[config.mk]
export PLATFORM = sky130hd
export DESIGN_NAME = mem_arbiter
export DESIGN_NICKNAME = d
export VERILOG_FILES = /design/src/rtl/mem_arbiter.sv
export SDC_FILE = /design/constraint.sdc
export NUM_CORES = 1
export LEC_CHECK = 0
export CORE_AREA = 3 3 125 127
export CTS_CLUSTER_SIZE = 30
export DETAILED_ROUTE_END_ITERATION = 10
export DIE_AREA = 0 0 128 130
export PLACE_DENSITY = 0.81
export REMOVE_ABC_BUFFERS = 1
export SKIP_CTS_REPAIR_TIMING = 1
export SYNTH_ARGS = -nofsm -noshare
export SYNTH_HDL_FRONTEND = slang
export SYNTH_SLANG_ARGS = --single-unit
[constraint.sdc]
create_clock -name clk -period 2.5 [get_ports clk]
set_clock_uncertainty 0.1 [all_clocks]
set_input_delay 0.5 -clock clk [delete_from_list [all_inputs] [get_ports clk]]
set_output_delay 0.5 -clock clk [all_outputs]
set_load 0.01 [all_outputs]
[src/rtl/mem_arbiter.sv]
// mem_arbiter: shares unified_mem between icache fill and dcache writeback/fill.
// Optional watchdog enabled with `define MEM_ARB_TIMEOUT_EN.
module mem_arbiter #(
    parameter int ADDR_W      = 14,
    parameter int DATA_W      = 64,
    parameter int TIMEOUT_CYC = 255
) (
    input  logic              clk,
    input  logic              rst_n,
    input  logic              i_req,
    input  logic [ADDR_W-1:0] i_addr,
    input  logic              d_rd_req,
    input  logic              d_wr_req,
    input  logic [ADDR_W-1:0] d_rd_addr,
    input  logic [ADDR_W-1:0] d_wr_addr,
    input  logic [DATA_W-1:0] d_wdata,
    output logic              i_rdy,
    output logic              d_rdy,
    output logic              d_wb_done,
    output logic [DATA_W-1:0] rd_data,
    output logic [ADDR_W-1:0] mem_addr,
    output logic              mem_re,
    output logic              mem_we,
    output logic [DATA_W-1:0] mem_wdata,
    input  logic [DATA_W-1:0] mem_rdata,
    input  logic              mem_rdy,
    output logic              err
);

    typedef enum logic [1:0] {
        IDLE = 2'd0,
        I_RD = 2'd1,
        D_WR = 2'd2,
        D_RD = 2'd3
    } state_t;

    state_t            state;
    state_t            next_state;
    logic              last_gnt_i;
    logic [ADDR_W-1:0] addr_q;
    logic [ADDR_W-1:0] fill_addr_q;
    logic [DATA_W-1:0] wdata_q;
    logic              fill_pend_q;
    logic              d_req;
    logic              pick_d;
    logic              pick_i;
    logic              done;
    logic              tmo;

    // Round-robin pick: on a tie the side not served last wins.
    assign d_req  = d_rd_req | d_wr_req;
    assign pick_d = d_req && (!i_req || last_gnt_i);
    assign pick_i = i_req && !pick_d;
    assign done   = mem_rdy | tmo;

`ifdef MEM_ARB_TIMEOUT_EN
    localparam int CNT_W = ($clog2(TIMEOUT_CYC + 1) > 8) ?
                           $clog2(TIMEOUT_CYC + 1) : 8;

    logic [CNT_W-1:0] wd_cnt;
    logic             err_q;

    // Watchdog: counts busy cycles without mem_rdy, sticky error on expiry.
    always_ff @(posedge clk) begin
        if (!rst_n) begin
            wd_cnt <= '0;
            err_q  <= 1'b0;
        end else begin
            if (state == IDLE || done)
                wd_cnt <= '0;
            else
                wd_cnt <= wd_cnt + 1'b1;
            if (tmo)
                err_q <= 1'b1;
        end
    end

    assign tmo = (state != IDLE) && !mem_rdy &&
                 (wd_cnt == CNT_W'(TIMEOUT_CYC - 1));
    assign err = err_q;
`else
    logic unused_cfg;
    assign unused_cfg = (TIMEOUT_CYC != 0);
    assign tmo        = 1'b0;
    assign err        = 1'b0;
`endif

    // State register.
    always_ff @(posedge clk) begin
        if (!rst_n)
            state <= IDLE;
        else
            state <= next_state;
    end

    // Next-state: grant from IDLE, writeback chains into a pending fill.
    always_comb begin
        next_state = state;
        unique case (state)
            IDLE: begin
                if (pick_d)
                    next_state = d_wr_req ? D_WR : D_RD;
                else if (pick_i)
                    next_state = I_RD;
            end
            I_RD, D_RD: begin
                if (done)
                    next_state = IDLE;
            end
            D_WR: begin
                if (done)
                    next_state = (fill_pend_q && !tmo) ? D_RD : IDLE;
            end
            default: next_state = IDLE;
        endcase
    end

    // Grant latch: freeze the winner's address/data for the whole transaction.
    always_ff @(posedge clk) begin
        if (!rst_n) begin
            last_gnt_i  <= 1'b1;
            addr_q      <= '0;
            fill_addr_q <= '0;
            wdata_q     <= '0;
            fill_pend_q <= 1'b0;
        end else if (state == IDLE) begin
            if (pick_d) begin
                last_gnt_i <= 1'b0;
                if (d_wr_req) begin
                    addr_q      <= d_wr_addr;
                    wdata_q     <= d_wdata;
                    fill_addr_q <= d_rd_addr;
                    fill_pend_q <= d_rd_req;
                end else begin
                    addr_q      <= d_rd_addr;
                    fill_pend_q <= 1'b0;
                end
            end else if (pick_i) begin
                last_gnt_i <= 1'b1;
                addr_q     <= i_addr;
            end
        end else if (state == D_WR && mem_rdy && fill_pend_q) begin
            addr_q <= fill_addr_q;
        end
    end

    // Outputs: strobes from registered state, pulses in the completion cycle.
    always_comb begin
        mem_re    = (state == I_RD) || (state == D_RD);
        mem_we    = (state == D_WR);
        mem_addr  = addr_q;
        mem_wdata = wdata_q;
        i_rdy     = rst_n && (state == I_RD) && done;
        d_rdy     = rst_n && (state == D_RD) && done;
        d_wb_done = rst_n && (state == D_WR) && done;
        rd_data   = tmo ? '0 : mem_rdata;
    end

endmodule

==> flow_summary.ini, run 1 <==
[drt]
vias = 4094
antenna_left = 0
detail_route.wl_per_cell_microns = 20.60
drtIter0Drc = 210
first_pass_iters = 4
drc_errors = 0
vias_per_cell = 4.766
drt-total-wl_microns = 17700

[global_route]
grt_first_pass_wirelength_microns = 25450
antenna_found_initial = 0
grt_overflow = 0
grt_max_degree = 92
grt_usage = 0.2078
grt_pass1_vias = 3939

[logic_synthesis]
ys_warn_count = 0
synth-compound-area-share = 0.2106
ys_seq_area_frac = 0.4169
synth_cell_types = 30
synthXorXnorAreaFrac = 0
yosys_register_bits = 96
synth_top_area_cell = dfxtp_1
synth-simple-area-share = 0.1800
netlist_area_sq_um = 4609
synthAdderAreaFrac = 0
avgSynthCellArea_sq_um = 8.275
synth_top_family_by_area = compound AO/OA/AOI/OAI gates
syn_inst = 557
synth.area.top_cells = dfxtp_1 42%, nand2_1 14%, a21boi_0 12%
synthMuxAreaShare = 0.03040
yosysTopAreaCellShare = 0.4169

[final_layout]
drive_gt1_frac = 0.06815
final_nets = 846
fill_cells = 1438
final_cell_mix = 193 x clkdlybuf4s50_1, 175 x nand2_1, 96 x dfxtp_1, 76 x a21boi_0, 15 x nand3_1
layout_commonest_cell = clkdlybuf4s50_1
syn2layout_area_growth_pct = 42.02
antenna_cells = 0

[worst_setup_path]
cp.required_ns = 1.90
start_kind = input port
crit_path_max_fanout = 3
worst-setup-path-type = in -> out
endpoint_kind = output pin
crit_arrival_ns = 1.74

[placed_design]
gp_congestion = 0.8232
dp_hpwl_microns = 13570
portBuffers = 194
pre_cts_slack_ns = 0.1523

[flow_run]
cap_violations = 0

[timing]
max_clock_freq_mhz = 426.8
hold_viol = 0
drv_slew = 0
slew_headroom = 0.4500
fin_crit_ns = 2.343
fin_crit_sh = 0.9372
finalSetupViolations = 0
timing.final.ws_setup_ns = 0.1570
final.setup.tns_ns = 0
worst_pin_slew_ns = 0.8250
grt_setup_unrepaired = no

[power_and_ir_drop]
ir_drop_mv = 0.4342
p_leak_uw = 0.002397
power.density_nw_per_um2 = 728.0

[floorplanning]
fp.dieW_microns = 128
core_sq_um = 14530
start_util = 0.3171
dieArea_sq_um = 16640
io_pins = 324
rows = 44
die_h_microns = 130

[clocking]
clockBufferDepth = 2
cts_tree = yes
clk_pin_slew_worst_paths_ns = 0.06
clockRootBuffer = clkbuf_16
cts_sinks = 96
cts-buffers-inserted = 9
htreeDepth = 3
clk_latency_ns = 0.34

[hold_path]
hold_class = reg -> reg

[status]
status = finished, final reports clean
## worst max-delay path: stages
cell             delay, ns
clkdlybuf4s50_1       0.50
nand3_1               0.10
nor2_1                0.11
clkdlybuf4s50_1       0.54
## cell type report
| class | instances | area, sq um | share of cell area |
|---|---|---|---|
| clock buffers | 14 | 274.0 | 0.04186 |
| clock inverters | 2 | 60.06 | 0.009174 |
| inverters | 2 | 7.507 | 0.001147 |
| multi-input cells | 351 | 1958 | 0.2991 |
| flip-flops and latches | 96 | 1922 | 0.2936 |
| well taps | 184 | 230.2 | 0.03517 |
| repair buffers | 210 | 2095 | 0.3200 |
## cell families (layout without fill, tap and decap cells)
| kind of cell | count (synthesis) | after routing |
|---|---|---|
| compound gates | 130 | 130 |
| buf+inv | 110 | 228 |
| flops | 96 | 96 |
| mux | 14 | 14 |
| other cells | 1 | 1 |
| simple gates | 206 | 206 |
## sequential cells by signal, indices dropped and copies added, names as in the netlist
register     cells
fill_addr_q     14
fill_pend_q      1
last_gnt_i       1
mem_addr        14
mem_wdata       64
state            2
## per-layer routing
metal | part of all wire | vias to the layer above | global-route usage | routed length, microns
met5 | 0.0045 | - | 0.05588 | 80
met4 | 0.010 | 2 | 0.04994 | 179
met3 | 0.23 | 14 | 0.2235 | 4086
met2 | 0.43 | 265 | 0.3112 | 7678
met1 | 0.32 | 1817 | 0.1904 | 5671
li1 | - | 1996 | - | -
## cell usage after synthesis
cell	instances
a21boi_0	76
a21boi_1	4
a21oi_1	1
a22oi_1	1
a31oi_1	14
and2_4	1
and3_1	2
buf_2	15
buf_4	67
buf_6	8
clkbuf_1	18
conb_1	1
dfxtp_1	96
inv_1	2
mux2i_1	14
nand2_1	175
nand2b_1	2
nand3_1	16
nand4b_1	1
nor2_1	4
nor2_4	1
nor2b_1	1
nor3_1	1
o211ai_1	5
o211ai_2	10
o21ai_0	11
o21ai_1	6
o21ai_4	1
o22ai_1	1
or2_1	2
## worst paths after layout
kind              cells after the start       endpoint  slack, ns     startpoint
setup / recovery                      4          i_rdy       0.16        mem_rdy
hold / removal                        2  mem_wdata[50]       0.35  mem_wdata[50]
setup reg to reg                      6    mem_addr[2]       0.83       state[1]
hold reg to reg                       2  mem_wdata[50]       0.35  mem_wdata[50]
## where the power goes
group	switching, uW	internal [uW]	total [uW]
registers	104	1730	1840
logic	694	718	1410
clock network	557	959	1520
total	1360	3410	4770
## through the flow
stage / instance area, sq um / total power, uW / hold WS [ns] / std cells / utilization
2_1_floorplan: 3874 / 2470 / 0.3308 / 449 / -
3_3_place_gp: 6212 / 3265 / 0.3413 / 843 / 0.4274
3_5_place_dp: 6212 / 3295 / 0.3517 / 843 / 0.4274
4_1_cts: 6546 / 4845 / 0.3605 / 859 / 0.4504
5_1_grt: 6546 / 5029 / 0.3843 / 859 / 0.4504
6_report: 6546 / 4766 / 0.3544 / 859 / 0.4504
Note: power is estimated with default switching activity, not from simulation.
==> run 2: changes to the inputs <==
--- a/config.mk
+++ b/config.mk
@@ -5,11 +5,12 @@
 export SDC_FILE = /design/constraint.sdc
 export NUM_CORES = 1
 export LEC_CHECK = 0
-export CORE_AREA = 3 3 125 127
+export ABC_AREA = 1
+export CORE_AREA = 3 3 124 126
 export CTS_CLUSTER_SIZE = 30
 export DETAILED_ROUTE_END_ITERATION = 10
-export DIE_AREA = 0 0 128 130
-export PLACE_DENSITY = 0.81
+export DIE_AREA = 0 0 127 129
+export PLACE_DENSITY = 0.82
 export REMOVE_ABC_BUFFERS = 1
 export SKIP_CTS_REPAIR_TIMING = 1
 export SYNTH_ARGS = -nofsm -noshare
==> flow_summary.ini, run 2 <==
[clocking]
cts-buffers-inserted = 9
clockRootBuffer = clkbuf_16
cts_sinks = 96
clk_pin_slew_worst_paths_ns = 0.07
clk_latency_ns = 0.34
htreeDepth = 3
cts_tree = yes
clockBufferDepth = 2

[logic_synthesis]
netlist_top_cells_count = 220 x nor2_1, 111 x nand2_1, 96 x dfxtp_1
synth_top_area_cell = dfxtp_1
synth_most_common_cell = nor2_1
synth_edf_count = 0
avgSynthCellArea_sq_um = 6.889
ys_seq_area_frac = 0.4227
synth.area.top_cells = dfxtp_1 42%, nor2_1 18%, buf_4 12%
synthFlopType = dfxtp_1
synth_cell_types = 22
syn_inst = 660
yosysTopAreaCellShare = 0.4227
netlist_area_sq_um = 4547
ys_warn_count = 0
yosys_register_bits = 96
async_reset_ff_frac = 0

[final_layout]
fill_cells = 1461
drive_gt1_frac = 0.04348
antenna_cells = 0
layout_commonest_cell = nor2_1
final_cell_mix = 220 x nor2_1, 193 x clkdlybuf4s50_1, 111 x nand2_1, 96 x dfxtp_1, 78 x o21ai_0
finalNonFillerCells = 966
final_nets = 953
syn2layout_area_growth_pct = 41.91
largest_register_ffs = 64

[drt]
detail_route.wl_per_cell_microns = 18.09
drc_errors = 0
vias = 4461
drt-total-wl_microns = 17480
antenna_left = 0
vias_per_cell = 4.618
first_pass_iters = 5
drtIter0Drc = 197

[timing]
hold_viol = 0
fin_crit_ns = 2.427
max_clock_freq_mhz = 412.0
drv_slew = 0
final.setup.tns_ns = 0
grt_setup_unrepaired = no
fin_crit_sh = 0.9709
worst_pin_slew_ns = 0.5725
finalSetupViolations = 0
slew_headroom = 0.6183

[status]
status = finished, final reports clean

[flow_run]
cap_violations = 0

[worst_setup_path]
reg2reg_depth = 7
start_kind = input port
crit_path_max_fanout = 3
cp.required_ns = 1.90
crit_top_cell = clkdlybuf4s50_1
r2r-start = state[0]
endpoint_kind = output pin
slowest_stage = clkdlybuf4s50_1
rrSetupSlack_ns = 0.72
path_delay_family = buffers and inverters
regToRegEndpoint = mem_wdata[49]
crit_arrival_ns = 1.83
worst-setup-path-type = in -> out
crit_buf_inv = 3
critPathMaxStageDelay_ns = 0.57
cp_cell_sequence = clkdlybuf4s50_1 > inv_1 > nor4_1 > clkdlybuf4s50_1

[global_route]
grt_max_degree = 80
grt_pass1_vias = 4272
antenna_found_initial = 0
grtUsageMet3 = 0.2076
grt_util_met2 = 0.2687
met1_usage = 0.2333
grt_overflow = 0
grt_usage = 0.2071
grt_first_pass_wirelength_microns = 25450
busiest_layer = met2

[placed_design]
dp_hpwl_microns = 13220
placed_cells = 950
portBuffers = 194
gp_congestion = 0.7806

[floorplanning]
core_sq_um = 14420
rows = 44
dieArea_sq_um = 16380
io_pins = 324
die_h_microns = 129
fp.dieW_microns = 127
start_util = 0.3152

[power_and_ir_drop]
power.density_nw_per_um2 = 1077
ir_drop_mv = 0.4726
p_leak_uw = 0.002849

[hold_path]
hold_end = fill_pend_q
hold_class = reg -> reg
worstHoldStart = fill_pend_q
holdPathStages = 2
## run 2: cell count changes after synthesis, moves of 21 or more
| cell | delta |
|---|---|
| o21ai_0 | +67 |
| a21boi_0 | -76 |
| nor2_1 | +216 |
| nand2_1 | -64 |
| inv_1 | +21 |
## run 2: cell families after synthesis
kind of cell / count (synthesis) / share of synthesized area
compound gates: 98 / 0.1172
buf+inv: 127 / 0.1731
flops: 96 / 0.4227
other cells: 1 / 0.0008247
simple gates: 338 / 0.2862
## run 2: worst register-to-register path, delay by kind of cell, from the launching register on
family,cells,cell delay [ns]
AND/OR/NAND/NOR,4,0.30
flip-flops,1,0.47
buffers and inverters,3,0.84
## run 2: worst max-delay path by stage
stage                     startpoint              to  slack [ns]  depth (start not counted)
final                        mem_rdy       d_wb_done        0.07                          4
after CTS                    mem_rdy       d_wb_done        0.08                          4
after detailed placement     mem_rdy       d_wb_done        0.09                          4
after floorplan             state[0]  fill_addr_q[0]        0.22                          6
after global placement       mem_rdy       d_wb_done         0.1                          4
after global routing         mem_rdy       d_wb_done        0.04                          4
## run 2: area by class of cell
cell class,instances,area [sq um],share of cell area
clock inverter,5,56.30,0.008726
timing repair buffer,208,2079,0.3223
clock buffer,11,232.7,0.03607
multi-input combinational,437,1838,0.2849
tap,184,230.2,0.03568
sequential,96,1922,0.2978
inverter,25,93.84,0.01454
## run 2: layer usage
metal | wire (microns) | share of wire
met1 | 6949 | 0.40
met4 | 162 | 0.0093
met5 | 139 | 0.0080
met2 | 6469 | 0.37
met3 | 3757 | 0.21
## run 2: where the power goes
part | internal [uW] | switching (uW)
Combinational | 1520 | 1720
Sequential | 2070 | 268
Clock | 777 | 606
Total | 4360 | 2590
## run 2: through the flow
stage               setup WS (ns)    util  power (uW)  hold slack (ns)  instance area (sq um)
global route              0.03801  0.4473        7480           0.4326                   6452
finish                    0.07278  0.4473        6949           0.3877                   6452
floorplan                  0.2195       -        3889           0.3527                   3854
CTS                       0.08342  0.4473        7026           0.3880                   6452
global placement          0.09801  0.4273        5555           0.3804                   6163
detailed placement        0.09263  0.4273        5597           0.3774                   6163
==> run 3: changes to the inputs <==
==> constraint.sdc (replaced) <==
create_clock -name clk -period 2.88 [get_ports clk]
set_clock_uncertainty 0.1 [all_clocks]
set_input_delay 0.576 -clock clk [delete_from_list [all_inputs] [get_ports clk]]
set_output_delay 0.576 -clock clk [all_outputs]
set_load 0.01 [all_outputs]
==> flow_summary.ini, run 3 (synthesis gave the netlist of run 2 again) <==
[status]
status = finished, final reports clean

[final_layout]
fill_cells = 1415
drive_gt1_frac = 0.03979
final_cell_mix = 220 x nor2_1, 193 x clkdlybuf4s50_1, 111 x nand2_1, 96 x dfxtp_1, 78 x o21ai_0
antenna_cells = 0
layout_commonest_cell = nor2_1
final_nets = 950
syn2layout_area_growth_pct = 41.61
largest_register_ffs = 64

[drt]
vias = 4415
topRoutingLayerUsed = met5
antenna_left = 0
m1WireLength_microns = 7010
drt-total-wl_microns = 17150
route.met3.wl_microns = 3494
detail_route.wl_per_cell_microns = 17.81
met2_wirelength_microns = 6273
drtIter0Drc = 182
vias_per_cell = 4.585
first_pass_iters = 4
drc_errors = 0

[clocking]
htreeDepth = 3
clk_pin_slew_worst_paths_ns = 0.07
clockRootBuffer = clkbuf_16
cts_tree = yes
clk_latency_ns = 0.34
cts-buffers-inserted = 9
clockBufferDepth = 2
cts_sinks = 96

[placed_design]
dp_hpwl_microns = 13050
portBuffers = 194
gp_congestion = 0.7862

[global_route]
grt_pass1_vias = 4178
grt_first_pass_wirelength_microns = 25120
grt_max_degree = 80
antenna_found_initial = 0
grt_overflow = 0
grt_usage = 0.2052

[worst_setup_path]
endpoint = d_wb_done
rrSetupSlack_ns = 0.99
r2r-start = state[0]
crit_path_max_fanout = 4
start_kind = input port
crit_path_start = mem_rdy
endpoint_kind = output pin
crit_arrival_ns = 2.01
worst-setup-path-type = in -> out
regToRegEndpoint = mem_wdata[10]
cp.required_ns = 2.20
reg2reg_depth = 6

[floorplanning]
fp.dieW_microns = 127
core_sq_um = 14420
rows = 44
start_util = 0.3152
die_h_microns = 129
io_pins = 324
dieArea_sq_um = 16380

[hold_path]
worstHoldStart = fill_pend_q
hold_class = reg -> reg

[timing]
hold_viol = 0
drv_slew = 0
finalSetupViolations = 0
fin_crit_sh = 0.9338
fin_crit_ns = 2.689
grt_setup_unrepaired = no
slew_headroom = 0.5196
final.setup.tns_ns = 0
max_clock_freq_mhz = 371.8
worst_pin_slew_ns = 0.7206
whs_ns = 0.3765

[power_and_ir_drop]
p_total_uw = 6069
p_leak_uw = 0.002840
ir_drop_mv = 0.3615
power.density_nw_per_um2 = 942.6

[flow_run]
cap_violations = 0
[run 3: metrics by stage]
step / cell area, sq um / std cells / setup slack [ns] / utilization
global route: 6439 / 963 / 0.1299 / 0.4464
finish: 6439 / 963 / 0.1907 / 0.4464
CTS: 6439 / 963 / 0.1722 / 0.4464
detailed placement: 6116 / 947 / 0.1774 / 0.4240
floorplan: 3854 / 558 / 0.5995 / -
global placement: 6116 / 947 / 0.2176 / 0.4240
[run 3: how the worst min path moves through the flow]
stage | endpoint | slack, ns | cells past startpoint
after floorplan | fill_pend_q | 0.35 | 2
after global placement | fill_pend_q | 0.37 | 2
after detailed placement | fill_pend_q | 0.37 | 2
after CTS | fill_pend_q | 0.38 | 2
after global routing | fill_pend_q | 0.41 | 2
final | fill_pend_q | 0.38 | 2
[run 3: layout make-up]
| cell class | count | area [sq um] | area share |
|---|---|---|---|
| repair buffers | 205 | 2032 | 0.3156 |
| multi-input cells | 437 | 1838 | 0.2855 |
| inverters | 25 | 93.84 | 0.01457 |
| clock buffers | 12 | 246.5 | 0.03828 |
| flip-flops and latches | 96 | 1922 | 0.2985 |
| clock inverters | 4 | 76.32 | 0.01185 |
| well taps | 184 | 230.2 | 0.03576 |
[run 3: power by group]
part | total (uW) | internal [uW] | switching [uW]
sequential | 2030 | 1790 | 238
clock | 1310 | 789 | 523
combinational | 2720 | 1260 | 1470
[run 3: worst max-delay path: stages]
cell and delay, ns:
clkdlybuf4s50_1 0.52, inv_1 0.10, nor4_1 0.21, clkdlybuf4s50_1 0.60
[run 3: metal layers]
| metal | GRT usage | vias up |
|---|---|---|
| met2 | 0.2584 | 270 |
| met5 | 0.08824 | - |
| met4 | 0.05741 | 4 |
| met3 | 0.1993 | 18 |
| li1 | - | 2203 |
| met1 | 0.2351 | 1920 |
